`config.mk`:
```
export PLATFORM = sky130hd
export DESIGN_NAME = display_scan_ctrl
export DESIGN_NICKNAME = d
export VERILOG_FILES = /design/src/rtl/display_pkg.sv /design/src/rtl/display_scan_ctrl_next_digit_finder.sv /design/src/rtl/display_scan_ctrl.sv
export SDC_FILE = /design/constraint.sdc
export NUM_CORES = 1
export LEC_CHECK = 0
export BUFFER_PORTS_ARGS = -buffer_cell sky130_fd_sc_hd__buf_2
export CORE_ASPECT_RATIO = 0.7
export CORE_MARGIN = 5
export CORE_UTILIZATION = 30
export DETAILED_ROUTE_END_ITERATION = 10
export PLACE_DENSITY = 0.52
export SYNTH_ARGS = -nofsm -noshare
export SYNTH_HDL_FRONTEND = slang
export SYNTH_SLANG_ARGS = --single-unit
```
`constraint.sdc`:
```
create_clock -name clk -period 8.5 [get_ports clk]
set_input_delay 1.275 -clock clk [delete_from_list [all_inputs] [get_ports clk]]
set_output_delay 1.275 -clock clk [all_outputs]
set_load 0.005 [all_outputs]
```
`src/rtl/display_pkg.sv`:
```
`default_nettype none
// ============================================================================
// Module      : display_pkg
// Description : Shared types, constants and helpers for the 7-segment
//               display scan sequencer.
// Revision    : 1.0 - initial release
// ============================================================================
package display_pkg;

    localparam int N_DIGITS = 8;
    localparam int SEL_W    = 3;

    localparam logic [N_DIGITS-1:0] ANODES_OFF = 8'hFF;

    typedef enum logic [1:0] {
        IDLE = 2'd0,
        SHOW = 2'd1,
        GAP  = 2'd2
    } scan_state_t;

    // Active-low anode pattern with only digit s driven low.
    function automatic logic [N_DIGITS-1:0] onehot_low(input logic [SEL_W-1:0] s);
        return ~(N_DIGITS'(1) << s);
    endfunction

    // Lowest set index of mask; 0 when the mask is empty.
    function automatic logic [SEL_W-1:0] lowest_set(input logic [N_DIGITS-1:0] mask);
        logic [SEL_W-1:0] r;
        r = '0;
        for (int i = N_DIGITS - 1; i >= 0; i--) begin
            if (mask[i]) begin
                r = SEL_W'(i);
            end
        end
        return r;
    endfunction

endpackage : display_pkg
`default_nettype wire

```
`src/rtl/display_scan_ctrl_next_digit_finder.sv`:
```
`default_nettype none
// ============================================================================
// Module      : next_digit_finder
// Description : Combinational search for the next enabled digit after
//               cur_sel, wrapping 7->0. Returns cur_sel when no other
//               digit is enabled.
// Revision    : 1.0 - initial release
// ============================================================================
module next_digit_finder
    import display_pkg::*;
(
    input  logic [SEL_W-1:0]    cur_sel,
    input  logic [N_DIGITS-1:0] mask,
    output logic [SEL_W-1:0]    next_sel
);

    logic [SEL_W-1:0] cand;

    // Walk offsets from farthest to nearest so the nearest enabled digit wins.
    always_comb begin
        next_sel = cur_sel;
        cand     = '0;
        for (int i = N_DIGITS - 1; i >= 1; i--) begin
            cand = cur_sel + SEL_W'(i);
            if (mask[cand]) begin
                next_sel = cand;
            end
        end
    end

endmodule : next_digit_finder
`default_nettype wire

```
`src/rtl/display_scan_ctrl.sv`:
```
`default_nettype none
// ============================================================================
// Module      : display_scan_ctrl
// Description : Scan sequencer for an 8-digit multiplexed 7-segment display.
//               Shows each enabled digit for DIV_COUNT cycles, separated by
//               GAP_CYCLES of all-anodes-off dead time. Outputs registered.
//               Optional build macro DISPLAY_SCAN_DIM_EN adds a 4-bit
//               brightness input driving a 16-step PWM on the lit anode.
// Revision    : 1.0 - initial release
// ============================================================================
module display_scan_ctrl
    import display_pkg::*;
#(
    parameter int DIV_COUNT  = 100000,
    parameter int DIV_WIDTH  = 17,
    parameter int GAP_CYCLES = 16,
    parameter int GAP_WIDTH  = 5
) (
    input  logic                clk,
    input  logic                reset,
    input  logic                en,
    input  logic [N_DIGITS-1:0] digit_mask,
`ifdef DISPLAY_SCAN_DIM_EN
    input  logic [3:0]          brightness,
`endif
    output logic [SEL_W-1:0]    sel,
    output logic [N_DIGITS-1:0] anodes,
    output logic                frame_done
);

    localparam logic [DIV_WIDTH-1:0] DIV_LAST = DIV_WIDTH'(DIV_COUNT - 1);
    localparam logic [GAP_WIDTH-1:0] GAP_LAST = GAP_WIDTH'(GAP_CYCLES - 1);

    scan_state_t          state_q, state_d;
    logic [SEL_W-1:0]     sel_q, sel_d;
    logic [N_DIGITS-1:0]  anodes_q, anodes_d;
    logic                 frame_done_q, frame_done_d;
    logic [DIV_WIDTH-1:0] presc_q, presc_d;
    logic [GAP_WIDTH-1:0] gap_q, gap_d;
    logic [SEL_W-1:0]     next_sel;
    logic                 lit_ok;

    next_digit_finder u_next_digit_finder (
        .cur_sel  (sel_q),
        .mask     (digit_mask),
        .next_sel (next_sel)
    );

`ifdef DISPLAY_SCAN_DIM_EN
    logic [3:0] pwm_q, pwm_d;

    // Anodes are registered, so gate with the PWM value of the coming cycle.
    always_comb begin
        pwm_d  = pwm_q + 4'd1;
        lit_ok = (pwm_d <= brightness);
    end
`else
    // Without dimming the selected digit is lit for the whole SHOW period.
    always_comb begin
        lit_ok = 1'b1;
    end
`endif

    // Next-state, counter and output decode; disable/empty mask wins over all.
    always_comb begin
        state_d      = state_q;
        sel_d        = sel_q;
        anodes_d     = ANODES_OFF;
        frame_done_d = 1'b0;
        presc_d      = presc_q;
        gap_d        = gap_q;
        if (!en || digit_mask == '0) begin
            state_d = IDLE;
        end else begin
            case (state_q)
                IDLE: begin
                    sel_d    = lowest_set(digit_mask);
                    presc_d  = '0;
                    state_d  = SHOW;
                    anodes_d = lit_ok ? onehot_low(sel_d) : ANODES_OFF;
                end
                SHOW: begin
                    if (!digit_mask[sel_q] || presc_q == DIV_LAST) begin
                        // Digit removed from the scan ends its period early.
                        state_d = GAP;
                        gap_d   = '0;
                    end else begin
                        presc_d  = presc_q + DIV_WIDTH'(1);
                        anodes_d = lit_ok ? onehot_low(sel_q) : ANODES_OFF;
                    end
                end
                GAP: begin
                    if (gap_q == GAP_LAST) begin
                        sel_d        = next_sel;
                        presc_d      = '0;
                        state_d      = SHOW;
                        frame_done_d = (next_sel <= sel_q);
                        anodes_d     = lit_ok ? onehot_low(next_sel) : ANODES_OFF;
                    end else begin
                        gap_d = gap_q + GAP_WIDTH'(1);
                    end
                end
                default: begin
                    state_d = IDLE;
                end
            endcase
        end
    end

    // State, counters and registered outputs.
    always_ff @(posedge clk) begin
        if (reset) begin
            state_q      <= IDLE;
            sel_q        <= '0;
            anodes_q     <= ANODES_OFF;
            frame_done_q <= 1'b0;
            presc_q      <= '0;
            gap_q        <= '0;
        end else begin
            state_q      <= state_d;
            sel_q        <= sel_d;
            anodes_q     <= anodes_d;
            frame_done_q <= frame_done_d;
            presc_q      <= presc_d;
            gap_q        <= gap_d;
        end
    end

`ifdef DISPLAY_SCAN_DIM_EN
    // Free-running PWM phase counter.
    always_ff @(posedge clk) begin
        if (reset) begin
            pwm_q <= '0;
        end else begin
            pwm_q <= pwm_d;
        end
    end
`endif

    assign sel        = sel_q;
    assign anodes     = anodes_q;
    assign frame_done = frame_done_q;

endmodule : display_scan_ctrl
`default_nettype wire

```
==> impl_summary.log <==
INFO  metric grt_antenna_before_repair = 0
INFO  metric report.final.setup_viol = 0
INFO  metric die_x = 128.6 µm
INFO  metric postSynthAreaPerCell = 8.338 µm²
INFO  metric max-clock-path-buffers = 2
INFO  metric rsz0062_at_grt = false
INFO  metric maxCapViolCount = 0
INFO  metric final_period_minus_worst_setup_slack = 4712 ps
INFO  metric finalNetCount = 384
INFO  metric critical_path_peak_fanout = 20
INFO  metric worst_hold_startpoint = gap_q[4]
INFO  metric worst-slew-pin-transition = 858.3 ps
INFO  metric setup.worst_path.start = sel[1]
INFO  metric clkLatencyLatePin = 280 ps
INFO  metric ir_drop = 0.00006695 V
INFO  metric detailroute.via_count = 2701
INFO  metric drt_pass_1_iters = 5
INFO  metric antenna_left = 0
INFO  metric coreArea = 0.009647 mm²
INFO  metric floorplan.initialDensity = 30.60%
INFO  metric grt_start_max_net_pins = 24
INFO  metric fp.dieArea = 0.01195 mm²
INFO  metric dp_slack = 3849 ps
INFO  metric drv_slew = 0
INFO  metric min-delay-path-class = flip-flop to flip-flop
INFO  metric primary_flip_flop_cell_chosen_by_synthesis_mapping = dfxtp_1
INFO  metric resized_after_cts = 0
INFO  metric reg2reg_depth = 12
INFO  metric worstPathArrival = 4890 ps
INFO  metric layout.filler_cells = 973
INFO  metric post_synth_instance_area = 0.002952 mm²
INFO  metric outcome = finished clean
INFO  metric initialDrtViolationCount = 256
INFO  metric r2r_slack = 3790 ps
INFO  metric syn_inst = 354
INFO  metric timing.setup.critical_path_class = flip-flop to flip-flop
INFO  metric cts.htree.levels = 2
INFO  metric timing.rr.end = frame_done
INFO  metric detailed_place_hpwl = 5601 µm
INFO  metric synth_fp_nets = 377
INFO  metric power.share.switching = 31.93%
INFO  metric filler_free_cell_count_of_the_finished_design = 490
INFO  metric cts-buffers-inserted = 5
INFO  metric fin_setup_tns = 0 ps
INFO  metric synth_sequential_area_ratio = 24.42%
INFO  metric static_leakage_power = 0.001155 µW
INFO  metric post-route-cell-area = 0.003272 mm²
INFO  metric fin_worst_skew = 7.272 ps
INFO  metric std_cell_rows = 30
INFO  metric cellInternalPower = 350.1 µW
INFO  metric cts.clk_slew.worst_paths = 50 ps
INFO  metric clock-root-buffer = clkbuf_16
INFO  metric wire_per_inst = 15.67 µm
INFO  metric grt_util_all_layers = 13.35%
INFO  metric grt.overflow.total = 0
INFO  metric ys_warn_count = 0
INFO  metric worst_hold_path.num_cells = 2
INFO  metric floorplan.io_pins = 23
INFO  metric data_required_time_at_the_worst_endpoint = 8680 ps
INFO  metric post_dp_cell_area = 0.003123 mm²
INFO  metric drive_above_1_share = 16.30%
INFO  metric clock_power_share = 35.7%
INFO  metric area_used_by_multi_input_combinational_logic = 0.002087 mm²
INFO  metric layout-area-overhead-vs-synth = 10.85%
INFO  metric finalWorstSetupSlack = 3788 ps
INFO  metric register_area = 720.7 µm²
INFO  metric setup.worst_path.end_class = flip-flop
INFO  metric synth_edf_count = 0
INFO  metric antennaDiodeCount = 0
INFO  metric vias_per_cell = 5.512
INFO  metric routed_wire_length = 7680 µm
INFO  metric first_pass_grt_wire_length = 12800 µm
INFO  metric hold-path-endpoint = gap_q[4]
INFO  metric cp-start-kind = flip-flop
INFO  metric cts_num_sinks = 36
INFO  metric postCtsSetupRepairBufs = 0
INFO  metric floorplan.die.height = 92.99 µm
INFO  metric post-route-util = 33.92%
INFO  metric synthDistinctLibCells = 56
INFO  metric grt_pass1_vias = 2523
INFO  metric dpl.cell_count = 482
INFO  metric gpl.final_weighted_congestion = 0.8808
INFO  metric slew-limit-headroom = 42.66%
INFO  metric remaining_drc_errors = 0
INFO  metric cts.hold.buffers_added = 0
INFO  metric power.density = 157.2 mW/mm²
INFO  metric power.net_switching = 164.2 µW
INFO  metric maxClockFrequency = 0.2122 GHz
INFO  metric io_buf_count = 22
INFO  metric sequentialPowerShare = 34.9%
INFO  metric timing_hold_violations_final = 0
INFO  metric rr_startpoint = sel[1]
INFO  metric postSynth.asyncResetShare = 0%
INFO  metric tritoncts = yes
INFO  metric comb_power_share = 29.4%
INFO  metric flops_latches_synth = 36
INFO  metric final_min_period_over_clock_period = 55.43%
[per-stage QoR]
step / hold WS, ps / total power [µW]
after global placement: 469.8 / 331.7
final: 497.9 / 514.3
after global routing: 516.5 / 543.8
after CTS: 499.0 / 518.8
after floorplan: 449.2 / 302.3
after detailed placement: 491.9 / 331.8
[per-layer routing]
metal	vias to the layer above	global-route usage, %	share of wire, %
met1	1288	19.77	51
met2	75	18.24	40
met4	0	3.147	0.66
li1	1334	-	-
met5	-	0	0
met3	4	4.795	8.1
[Yosys cell counts, drive strengths merged, types with 6 or more instances]
cell type,n,area share [%]
a211oi,6,1.5
a21oi,22,3.7
buf,6,1.4
clkbuf,17,2.2
dfxtp,36,24
ha,12,5.1
inv,10,1.3
mux2,8,3.1
mux2i,13,4.4
mux4,11,8.4
nand2,21,2.7
nand2b,6,1.3
nand3,11,1.9
nand4,6,1.3
nor2,39,5.0
nor2b,10,2.1
o211ai,8,2.4
o21ai,18,3.1
xnor2,6,1.8
xor2,10,3.0
[cell usage in the layout, fill, tap and decap left out, types with 6 or more instances in the layout]
cell type,instances
a211oi_1,6
a21oi_1,22
buf_2,22
dfxtp_1,36
ha_1,12
inv_1,9
mux2_2,8
mux2i_1,13
mux4_2,11
nand2_1,21
nand2b_1,6
nand3_1,11
nand4_1,6
nor2_1,39
nor2b_1,10
o211ai_1,6
o21ai_0,18
xnor2_1,6
xor2_1,10
[critical path, cell delays in order, from the launching register on]
cell,delay (ps)
dfxtp_1,760
inv_1,370
ha_1,910
mux2_2,410
mux4_2,490
o41ai_1,350
a21oi_1,80
o211a_1,330
ha_1,330
a21o_1,180
a21oi_1,130
a31oi_1,50
nor4_1,190
[layout make-up]
type	instances	share of cell area, %
multi-input cells	285	63.79
flip-flops and latches	36	22.03
well taps	128	4.895
clock buffers	6	4.245
repair buffers	23	3.595
inverters	10	1.147
clock inverters	2	0.3059
[flip-flops by register name, indices dropped and copies added (netlist names)]
name,count
presc_q,17
anodes,8
gap_q,5
sel,3
state_q,2
frame_done,1
[how the worst max path moves through the flow]
stage | slack [ps] | endpoint
finish | 3790 | frame_done
global route | 3370 | frame_done
CTS | 3840 | frame_done
detailed placement | 3850 | frame_done
global placement | 4050 | frame_done
floorplan | 4670 | frame_done
[power groups by stage]
stage          clock network [µW]  logic [µW]  registers, µW
2_1_floorplan                   0         124            179
3_3_place_gp                    0         149            183
3_5_place_dp                    0         149            183
4_1_cts                       190         149            179
5_1_grt                       195         168            180
6_report                      183         151            180
[cells by family (layout without fill, tap and decap cells)]
family	count (synthesis)	count (layout)	share of synthesized area (%)
simple gates	130	130	23.32
compound gates	95	95	21.70
flops	36	36	24.42
buf+inv	33	41	4.875
mux	32	32	15.85
xor+xnor	16	16	4.748
fa+ha+maj	12	12	5.087
Note: power is estimated with default switching activity, not from simulation.
